File: config.mk
export PLATFORM = sky130hd
export DESIGN_NAME = mem_ctrl
export DESIGN_NICKNAME = d
export VERILOG_FILES = /design/src/rtl/mem_ctrl_pkg.sv /design/src/rtl/mem_ctrl.sv
export SDC_FILE = /design/constraint.sdc
export NUM_CORES = 1
export LEC_CHECK = 0
export CORE_UTILIZATION = 40
export DETAILED_ROUTE_END_ITERATION = 12
export GPL_ROUTABILITY_DRIVEN = 1
export GPL_TIMING_DRIVEN = 1
export PLACE_DENSITY_LB_ADDON = 0.1
export RECOVER_POWER = 25
export SYNTH_ARGS = -nofsm -noshare
export SYNTH_HDL_FRONTEND = slang
export SYNTH_SLANG_ARGS = --single-unit
File: constraint.sdc
create_clock -name clk_in -period 5.8 [get_ports clk_in]
set_input_delay 0.87 -clock clk_in [delete_from_list [all_inputs] [get_ports clk_in]]
set_output_delay 0.87 -clock clk_in [all_outputs]
set_load 0.1 [all_outputs]
File: src/rtl/mem_ctrl_pkg.sv
// Shared constants for the LSB/IFU <-> byte-wide RAM controller:
// slot tag width, access-length codes, FSM states and IO address decode.
package mem_ctrl_pkg;

  localparam int LSB_CAP_BIT = 4;

  localparam logic [1:0] LEN_B = 2'd0;
  localparam logic [1:0] LEN_H = 2'd1;
  localparam logic [1:0] LEN_W = 2'd2;

  typedef enum logic [2:0] {
    S_IDLE,
    S_LOAD,
    S_STORE,
    S_FETCH,
    S_IOWAIT
  } state_t;

  function automatic logic [2:0] len_beats(input logic [1:0] len);
    case (len)
      LEN_B:   return 3'd1;
      LEN_H:   return 3'd2;
      default: return 3'd4;
    endcase
  endfunction

  function automatic logic is_io(input logic [31:0] addr, input int msb);
    return addr[msb -: 2] == 2'b11;
  endfunction

endpackage

File: src/rtl/mem_ctrl.sv
// Sole master of the byte-wide RAM bus: serialises one LSB load/store or IFU fetch
// into little-endian byte beats. Define MEM_IO_STALL_EN to gate IO-space stores on io_buffer_full.
module mem_ctrl
  import mem_ctrl_pkg::*;
#(
  parameter int ADDR_W = 32,
  parameter int IO_MSB = 17
) (
  input  logic                   clk_in,
  input  logic                   rst_in,
  input  logic                   rdy_in,
  input  logic                   clear,
  input  logic                   lsb_req,
  input  logic [LSB_CAP_BIT-1:0] lsb_pos,
  input  logic                   lsb_ls,
  input  logic [1:0]             lsb_len,
  input  logic [31:0]            lsb_addr,
  input  logic [31:0]            lsb_val,
  output logic                   lsb_finished,
  output logic [31:0]            lsb_rdata,
  output logic [LSB_CAP_BIT-1:0] lsb_rpos,
  output logic                   mem_busy,
  input  logic                   if_req,
  input  logic [31:0]            if_addr,
  output logic                   if_ready,
  output logic [31:0]            if_data,
  input  logic [7:0]             mem_din,
  output logic [7:0]             mem_dout,
  output logic [ADDR_W-1:0]      mem_a,
  output logic                   mem_wr,
  input  logic                   io_buffer_full
);

  state_t                 r_state, w_state_nxt;
  logic [31:0]            r_addr, r_val, r_data;
  logic [2:0]             r_cnt, r_n;
  logic [LSB_CAP_BIT-1:0] r_pos, r_rpos;
  logic                   r_suppress, r_finished, r_if_ready, r_rdy_d;
  logic [31:0]            r_rdata, r_if_data;
  logic [7:0]             r_din_hold;

  logic                   w_acc_lsb, w_acc_if, w_rd_beat, w_wr_beat, w_cap;
  logic                   w_rd_done, w_wr_done, w_cnt_inc;
  logic                   w_io_hold, w_to_io, w_is_io;
  logic [7:0]             w_din;
  logic [1:0]             w_cap_idx;
  logic [31:0]            w_data_cap;

  assign w_is_io = is_io(lsb_addr, IO_MSB);

`ifdef MEM_IO_STALL_EN
  assign w_io_hold = io_buffer_full;
  assign w_to_io   = w_is_io;
`else
  logic [1:0] w_unused_io;
  assign w_unused_io = {io_buffer_full, w_is_io};
  assign w_io_hold   = 1'b0;
  assign w_to_io     = 1'b0;
`endif

  // RAM returns data one cycle after the address, so the byte in flight when
  // rdy_in drops is parked here and used on the first cycle after resume.
  assign w_din      = r_rdy_d ? mem_din : r_din_hold;
  assign w_cap_idx  = r_cnt[1:0] - 2'd1;
  assign w_data_cap = r_data | (32'(w_din) << {w_cap_idx, 3'b000});

  always_comb begin
    w_state_nxt = r_state;
    w_acc_lsb   = 1'b0;
    w_acc_if    = 1'b0;
    w_rd_beat   = 1'b0;
    w_wr_beat   = 1'b0;
    w_cap       = 1'b0;
    w_rd_done   = 1'b0;
    w_wr_done   = 1'b0;
    w_cnt_inc   = 1'b0;
    case (r_state)
      S_IDLE: begin
        if (!clear && !r_finished && !r_if_ready) begin
          if (lsb_req) begin
            w_acc_lsb = 1'b1;
            if (!lsb_ls)      w_state_nxt = S_LOAD;
            else if (w_to_io) w_state_nxt = S_IOWAIT;
            else              w_state_nxt = S_STORE;
          end else if (if_req) begin
            w_acc_if    = 1'b1;
            w_state_nxt = S_FETCH;
          end
        end
      end
      S_LOAD, S_FETCH: begin
        w_rd_beat = (r_cnt < r_n);
        if (clear) begin
          w_state_nxt = S_IDLE;
        end else begin
          w_cap = (r_cnt != 3'd0);
          if (r_cnt == r_n) begin
            w_rd_done   = 1'b1;
            w_state_nxt = S_IDLE;
          end else begin
            w_cnt_inc = 1'b1;
          end
        end
      end
      S_STORE: begin
        w_wr_beat = 1'b1;
        w_cnt_inc = 1'b1;
        if (r_cnt == r_n - 3'd1) begin
          w_wr_done   = 1'b1;
          w_state_nxt = S_IDLE;
        end
      end
      S_IOWAIT: begin
        if (!w_io_hold) begin
          w_wr_beat = 1'b1;
          w_cnt_inc = 1'b1;
          if (r_cnt == r_n - 3'd1) begin
            w_wr_done   = 1'b1;
            w_state_nxt = S_IDLE;
          end
        end
      end
      default: w_state_nxt = S_IDLE;
    endcase
  end

  always_ff @(posedge clk_in) begin
    if (rst_in) begin
      r_state    <= S_IDLE;
      r_addr     <= '0;
      r_val      <= '0;
      r_data     <= '0;
      r_cnt      <= '0;
      r_n        <= '0;
      r_pos      <= '0;
      r_rpos     <= '0;
      r_suppress <= 1'b0;
      r_finished <= 1'b0;
      r_if_ready <= 1'b0;
      r_rdata    <= '0;
      r_if_data  <= '0;
      r_rdy_d    <= 1'b1;
      r_din_hold <= '0;
    end else begin
      r_rdy_d <= rdy_in;
      if (!rdy_in && r_rdy_d) r_din_hold <= mem_din;
      if (rdy_in) begin
        r_state    <= w_state_nxt;
        r_finished <= 1'b0;
        r_if_ready <= 1'b0;
        if (w_acc_lsb) begin
          r_addr     <= lsb_addr;
          r_val      <= lsb_val;
          r_pos      <= lsb_pos;
          r_n        <= len_beats(lsb_len);
          r_cnt      <= '0;
          r_data     <= '0;
          r_suppress <= 1'b0;
        end else if (w_acc_if) begin
          r_addr     <= if_addr;
          r_n        <= 3'd4;
          r_cnt      <= '0;
          r_data     <= '0;
          r_suppress <= 1'b0;
        end
        if (w_cap)     r_data <= w_data_cap;
        if (w_cnt_inc) r_cnt  <= r_cnt + 3'd1;
        if (w_rd_done) begin
          if (r_state == S_LOAD) begin
            r_finished <= 1'b1;
            r_rdata    <= w_data_cap;
            r_rpos     <= r_pos;
          end else begin
            r_if_ready <= 1'b1;
            r_if_data  <= w_data_cap;
          end
        end
        // A flushed store still drains its beats but must not report completion.
        if ((r_state == S_STORE || r_state == S_IOWAIT) && clear) r_suppress <= 1'b1;
        if (w_wr_done && !(r_suppress || clear)) begin
          r_finished <= 1'b1;
          r_rdata    <= '0;
          r_rpos     <= r_pos;
        end
      end
    end
  end

  always_comb begin
    mem_a    = '0;
    mem_dout = '0;
    if (w_rd_beat || w_wr_beat) mem_a = ADDR_W'(r_addr + 32'(r_cnt));
    if (w_wr_beat) mem_dout = r_val[{r_cnt[1:0], 3'b000} +: 8];
  end

  assign mem_wr       = w_wr_beat & rdy_in & ~rst_in;
  assign lsb_finished = r_finished;
  assign lsb_rdata    = r_rdata;
  assign lsb_rpos     = r_rpos;
  assign if_ready     = r_if_ready;
  assign if_data      = r_if_data;
  assign mem_busy     = (r_state != S_IDLE) | lsb_req | r_finished;

endmodule

After elaboration in Yosys (flattened, before gate mapping)
Cells that the tools add are included.
{ "word_totals": {"register_bits": 189, "latch_bits": 0, "ram_bits": 0, "romBits": 0, "in_bits": 118, "output_inout_bits": 112, "elab_cells": 128, "mem_count": 0} }
{ "classes": {"addsub": 4, "mul": 0, "div_mod_pow": 0, "n_lt_le_gt_ge": 1, "eq_ne": 11, "shift": 2, "mux": 55, "bitwise": 7, "reduce_logical": 33} }
{ "op_table": {"columns": ["op", "count"], "rows": [
  ["$mux W32", 9],
  ["$mux W3", 11],
  ["$add A32 B3 Y32", 1],
  ["$or A32 B32 Y32", 1],
  ["$shiftx A32 B6 Y8", 1],
  ["$shl A8 B5 Y32", 1],
  ["$mux W1", 26],
  ["$mux W8", 2],
  ["$reduce_bool A3 Y1", 5],
  ["$mux W4", 3],
  ["$reduce_and A2 Y1", 5],
  ["$pmux W3 S3", 1],
  ["$eq A3 B2 Y1 const B", 2],
  ["$eq A3 B3 Y1", 2],
  ["$ne A3 B3 Y1 const B", 2],
  ["$pmux W3 S2", 1],
  ["$reduce_and A3 Y1", 2],
  ["$reduce_bool A2 Y1", 3],
  ["$logic_and A1 B1 Y1", 5],
  ["$logic_not A1 Y1", 5],
  ["$reduce_and A5 Y1", 1],
  ["$reduce_or A2 Y1", 2],
  ["$add A3 B1 Y3 const B", 1],
  ["$eq A3 B1 Y1 const B", 1],
  ["other kinds (15)", 20]
]} }

Logic depth before layout (Yosys ltp)
{ "logic_depth": {"ltp_word": 8, "mapped_depth": 10, "mapped_depth_nobuf": 8} }

Least setup slack after synthesis
Ideal clock, no wire load.
{ "synth_timing": {"kind": "flip-flop to output port", "startpoint": "reg r_cnt[1]", "endpoint": "out mem_a[2]", "t_arrival_ns": 3.406, "required_time_ns": 4.930, "setup_slack_ns": 1.524, "path_stages_with_launch": 6, "n_path_buf": 1, "path_cell_list": "dfxtp_1 -> clkbuf_1 -> inv_1 -> fa_1 -> nor2b_1 -> nor3_1"} }
{ "synth_via": {"elab_chain_cells": 4, "elab_cells_between_ends": 5, "cone_classes": "add/sub: 1; order compare: 1; mux: 2; reduce/logical: 1"} }
{ "synth_lines": {"columns": ["element", "line_no", "text"], "rows": [
  ["start, declared", "mem_ctrl.sv:36", "logic [2:0] r_cnt, r_n;"],
  ["start signal, assigned", "mem_ctrl.sv:167", "if (w_cnt_inc) r_cnt <= r_cnt + 3'd1;"],
  ["parallel branches: the longest is 3 deep, another holds $add A32 B3 Y32", null, null],
  ["$mux W32 (*)", "mem_ctrl.sv:192", "if (w_rd_beat || w_wr_beat) mem_a = ADDR_W'(r_addr + 32'(r_cnt));"],
  ["end, declared", "mem_ctrl.sv:29", "output logic [ADDR_W-1:0] mem_a,"]
]} }
Mark *: on every way between the ends.

Worst setup path after layout
{ "layout_timing": {"startpoint": "reg r_cnt[0]", "endpoint": "out mem_a[8]"} }
The elaborated chain is that of the path after synthesis.

==> impl_metrics.yaml <==
logic_synthesis:
  yosysTopAreaCellShare_pct: 45.9
  yosys_warnings: 0
  syn_avg_cell_area_um2: 8.54
  synth_common_cells: "dfxtp_1, a21oi_1, nor2_1"
  ys_seq_area_share_pct: 45.9
  syn-num-nets: 1087
  postSynthCellCount: 959
  async_reset_ff_share_pct: 0
  synth_top_area_cell: "dfxtp_1"
  yosysMostFrequentCell: "dfxtp_1"
  synth_ff_type: "dfxtp_1"
  ys_seq_elements: 188
  ys_types: 44
  synthesis.area_mm2: 0.00819
  ys_top_cells_by_area: "dfxtp_1, a21oi_1, nor2_1"
  synth_edf_count: 0
die:
  die_h_um: 145
  initial_core_util_pct: 41.4
  die_x_um: 145
  fp-row-count: 51
  die-area_mm2: 0.0211
  coreArea_mm2: 0.0198
  num_io_pins: 230
sta:
  hold_viol_final: 0
  final.setup.tns_ns: 0
  setup_viol: 0
  worst_slack_ns: 1.27
  finalCritPeriodShare_pct: 78.2
  rsz0062_at_grt: "false"
  max_freq_mhz: 221
  final.setup_skew_ns: 0.0188
  period_needed_ns: 4.53
  maxSlewViolCount: 188
  tightest_slew_ns: 2.09
  maxSlewHeadroom_pct: -39.1
power_and_ir_drop:
  leakagePower_nw: 4.11
  ir_drop_uv: 178
  intPower_mw: 2.06
  power.switching_mw: 0.832
  netSwitchingFraction_pct: 28.7
  p_clk_share_pct: 39.2
  power_density_mw_per_mm2: 259
  power.share.sequential_pct: 47.0
  pwr-share-comb_pct: 13.8
run_status:
  violations: "capacitance limit, slew limit"
  outcome: "complete, but fails checks"
setup_path:
  crit_type: "register to output pin"
  crit_family: "buffers and inverters"
  required_ns: 4.93
  endpoint_kind: "output pin"
  crit_path_start_kind: "register"
  cp_cell_sequence: "buf_4 -> ha_1 -> inv_1 -> fa_1 -> nor2b_1 -> or2_2 -> nand4_1 -> xor2_1 -> nor2_1 -> clkdlybuf4s50_1"
  reg2reg_slack_ns: 2.18
  critical_path_buf_inv_count: 3
  critPathArrivalTime_ns: 3.66
  crit_path_max_incr_delay_ns: 1.15
  crit_fanout: 9
  slowest_stage: "clkdlybuf4s50_1"
final_layout:
  area_growth_pct: 36.3
  layout-drive-gt1-share_pct: 7.07
  ff_latch_area_mm2: 0.00376
  nFillCells: 1859
  multi_input_area_mm2: 0.00411
  fin_nets: 1275
global_routing:
  grt_max_degree: 100
  grt.overflow.total: 0
  grt_pass1_vias: 6854
  antenna_found_initial: 1
  grt_use_total_pct: 21.3
  grt_pass1_wl_um: 36200
route:
  avgViaCountPerCell: 5.13
  first_pass_iters: 5
  wire_per_inst_um: 15.5
  drtIter0Drc: 395
  drc_errors: 0
  wl_um: 22100
  vias: 7322
  antenna_left: 0
cts:
  cts_max_level: 4
  cts_buffers: 17
  clkSinkCount: 188
  clk_pin_slew_ns: 0.07
  post_cts_buffers: 0
  ctsResizeCount: 0
  cts_buffer_depth: 2
  ctsHoldBuffers: 0
  worstSkewPairLatency_ns: 0.43
  cts_tree: "done"
  clock-root-buffer: "clkbuf_16"
placement:
  place_congestion: 0.791
  port_buffers: 228
  preCtsSetupSlack_ns: 1.52
  dpl.hpwl_um: 15000
hold_path:
  min_path_type: "register to register"
job:
  timing.max_cap.violations: 3
-- layer usage --
layer | share of wire (%) | track usage (%) | up-vias
li1 | - | - | 3748
met5 | 0 | 0 | -
met4 | 0.74 | 4.42 | 0
met1 | 48 | 29.2 | 3376
met3 | 7.0 | 6.01 | 13
met2 | 44 | 33.1 | 185
-- layout make-up --
cell class | count | share of cell area, %
clock buffers | 17 | 3.81
repair buffers | 241 | 20.8
clock inverters | 15 | 1.37
flip-flops and latches | 188 | 33.7
inverters | 17 | 0.572
multi-input cells | 682 | 36.8
well taps | 265 | 2.97
diodes | 1 | 0.0224
-- path summary, 6_finish.rpt --
path | startpoint | to | depth (start not counted)
max reg2reg | r_cnt[1]$_SDFFE_PP0P_ | lsb_rdata[6]$_SDFFE_PP0P_ | 8
min | r_val[8]$_SDFFE_PP0P_ | r_val[8]$_SDFFE_PP0P_ | 2
max | r_cnt[0]$_SDFFE_PP0P_ | mem_a[8] | 10
min reg2reg | r_val[8]$_SDFFE_PP0P_ | r_val[8]$_SDFFE_PP0P_ | 2
-- sequential cells by signal, summed over array words and instances (netlist names) --
name and cells:
if_data 32, lsb_rdata 32, r_addr 32, r_data 32, r_val 32, r_din_hold 8, lsb_rpos 4, r_pos 4
r_cnt 3, r_n 3, r_state 2, if_ready 1, lsb_finished 1, r_rdy_d 1, r_suppress 1
-- metrics by stage --
| stage | cells | power (mW) | hold WS, ns | util, % | area [um^2] |
|---|---|---|---|---|---|
| after CTS | 1425 | 2.93 | 0.456 | 56.6 | 11200 |
| after global placement | 1393 | 1.79 | 0.442 | 53.6 | 10600 |
| after global routing | 1426 | 3.02 | 0.475 | 56.4 | 11200 |
| after floorplan | 959 | 1.63 | 0.433 | - | 8190 |
| final | 1426 | 2.89 | 0.454 | 56.4 | 11200 |
| after detailed placement | 1393 | 1.79 | 0.445 | 53.6 | 10600 |
-- placed cells by master (no fill, tap or decap), types with 5 or more instances in the layout --
cell type,Yosys,layout
a211oi_1,33,33
a21oi_1,146,146
and3_1,5,5
buf_4,0,23
clkbuf_1,57,5
clkbuf_16,0,17
clkdlybuf4s50_1,0,210
dfxtp_1,188,188
ha_1,9,9
inv_1,17,17
inv_6,0,5
mux2_2,8,8
mux2i_1,45,45
mux4_2,8,8
nand2_1,93,92
nand3_1,14,14
nand4_1,7,7
nor2_1,130,128
nor2b_1,19,19
nor3_1,31,31
nor4_1,6,5
o21ai_0,40,40
o22a_1,17,17
o2bb2ai_1,15,15
or3_1,6,6
xnor2_1,17,17
xor2_1,7,7
-- worst register-to-register path, stage by stage (launching register included) --
cell and delay (ns):
dfxtp_1 0.74, ha_1 0.25, nand3_1 0.16, nor3_1 0.29, a41o_1 0.13, clkbuf_1 1.06, nor2_2 0.30, buf_4 0.35
o22a_1 0.22
-- power groups by stage --
stage,combinational (mW),sequential [mW],clock [mW]
final,0.398,1.36,1.13
after global routing,0.430,1.37,1.22
after CTS,0.404,1.36,1.17
after detailed placement,0.403,1.39,0
after global placement,0.401,1.39,0
after floorplan,0.203,1.43,0
-- cells by family (layout without fill, tap and decap cells) --
kind of cell | after synthesis | count (layout) | share of synthesized area (%)
mux | 61 | 61 | 8.80
simple gates | 322 | 322 | 17.5
buf+inv | 89 | 290 | 4.19
xor+xnor | 25 | 25 | 2.84
compound gates | 264 | 264 | 19.1
fa+ha+maj | 10 | 10 | 1.62
other cells | 0 | 1 | 0
flops | 188 | 188 | 45.9
No activity file was read; power rests on OpenSTA's default activity.
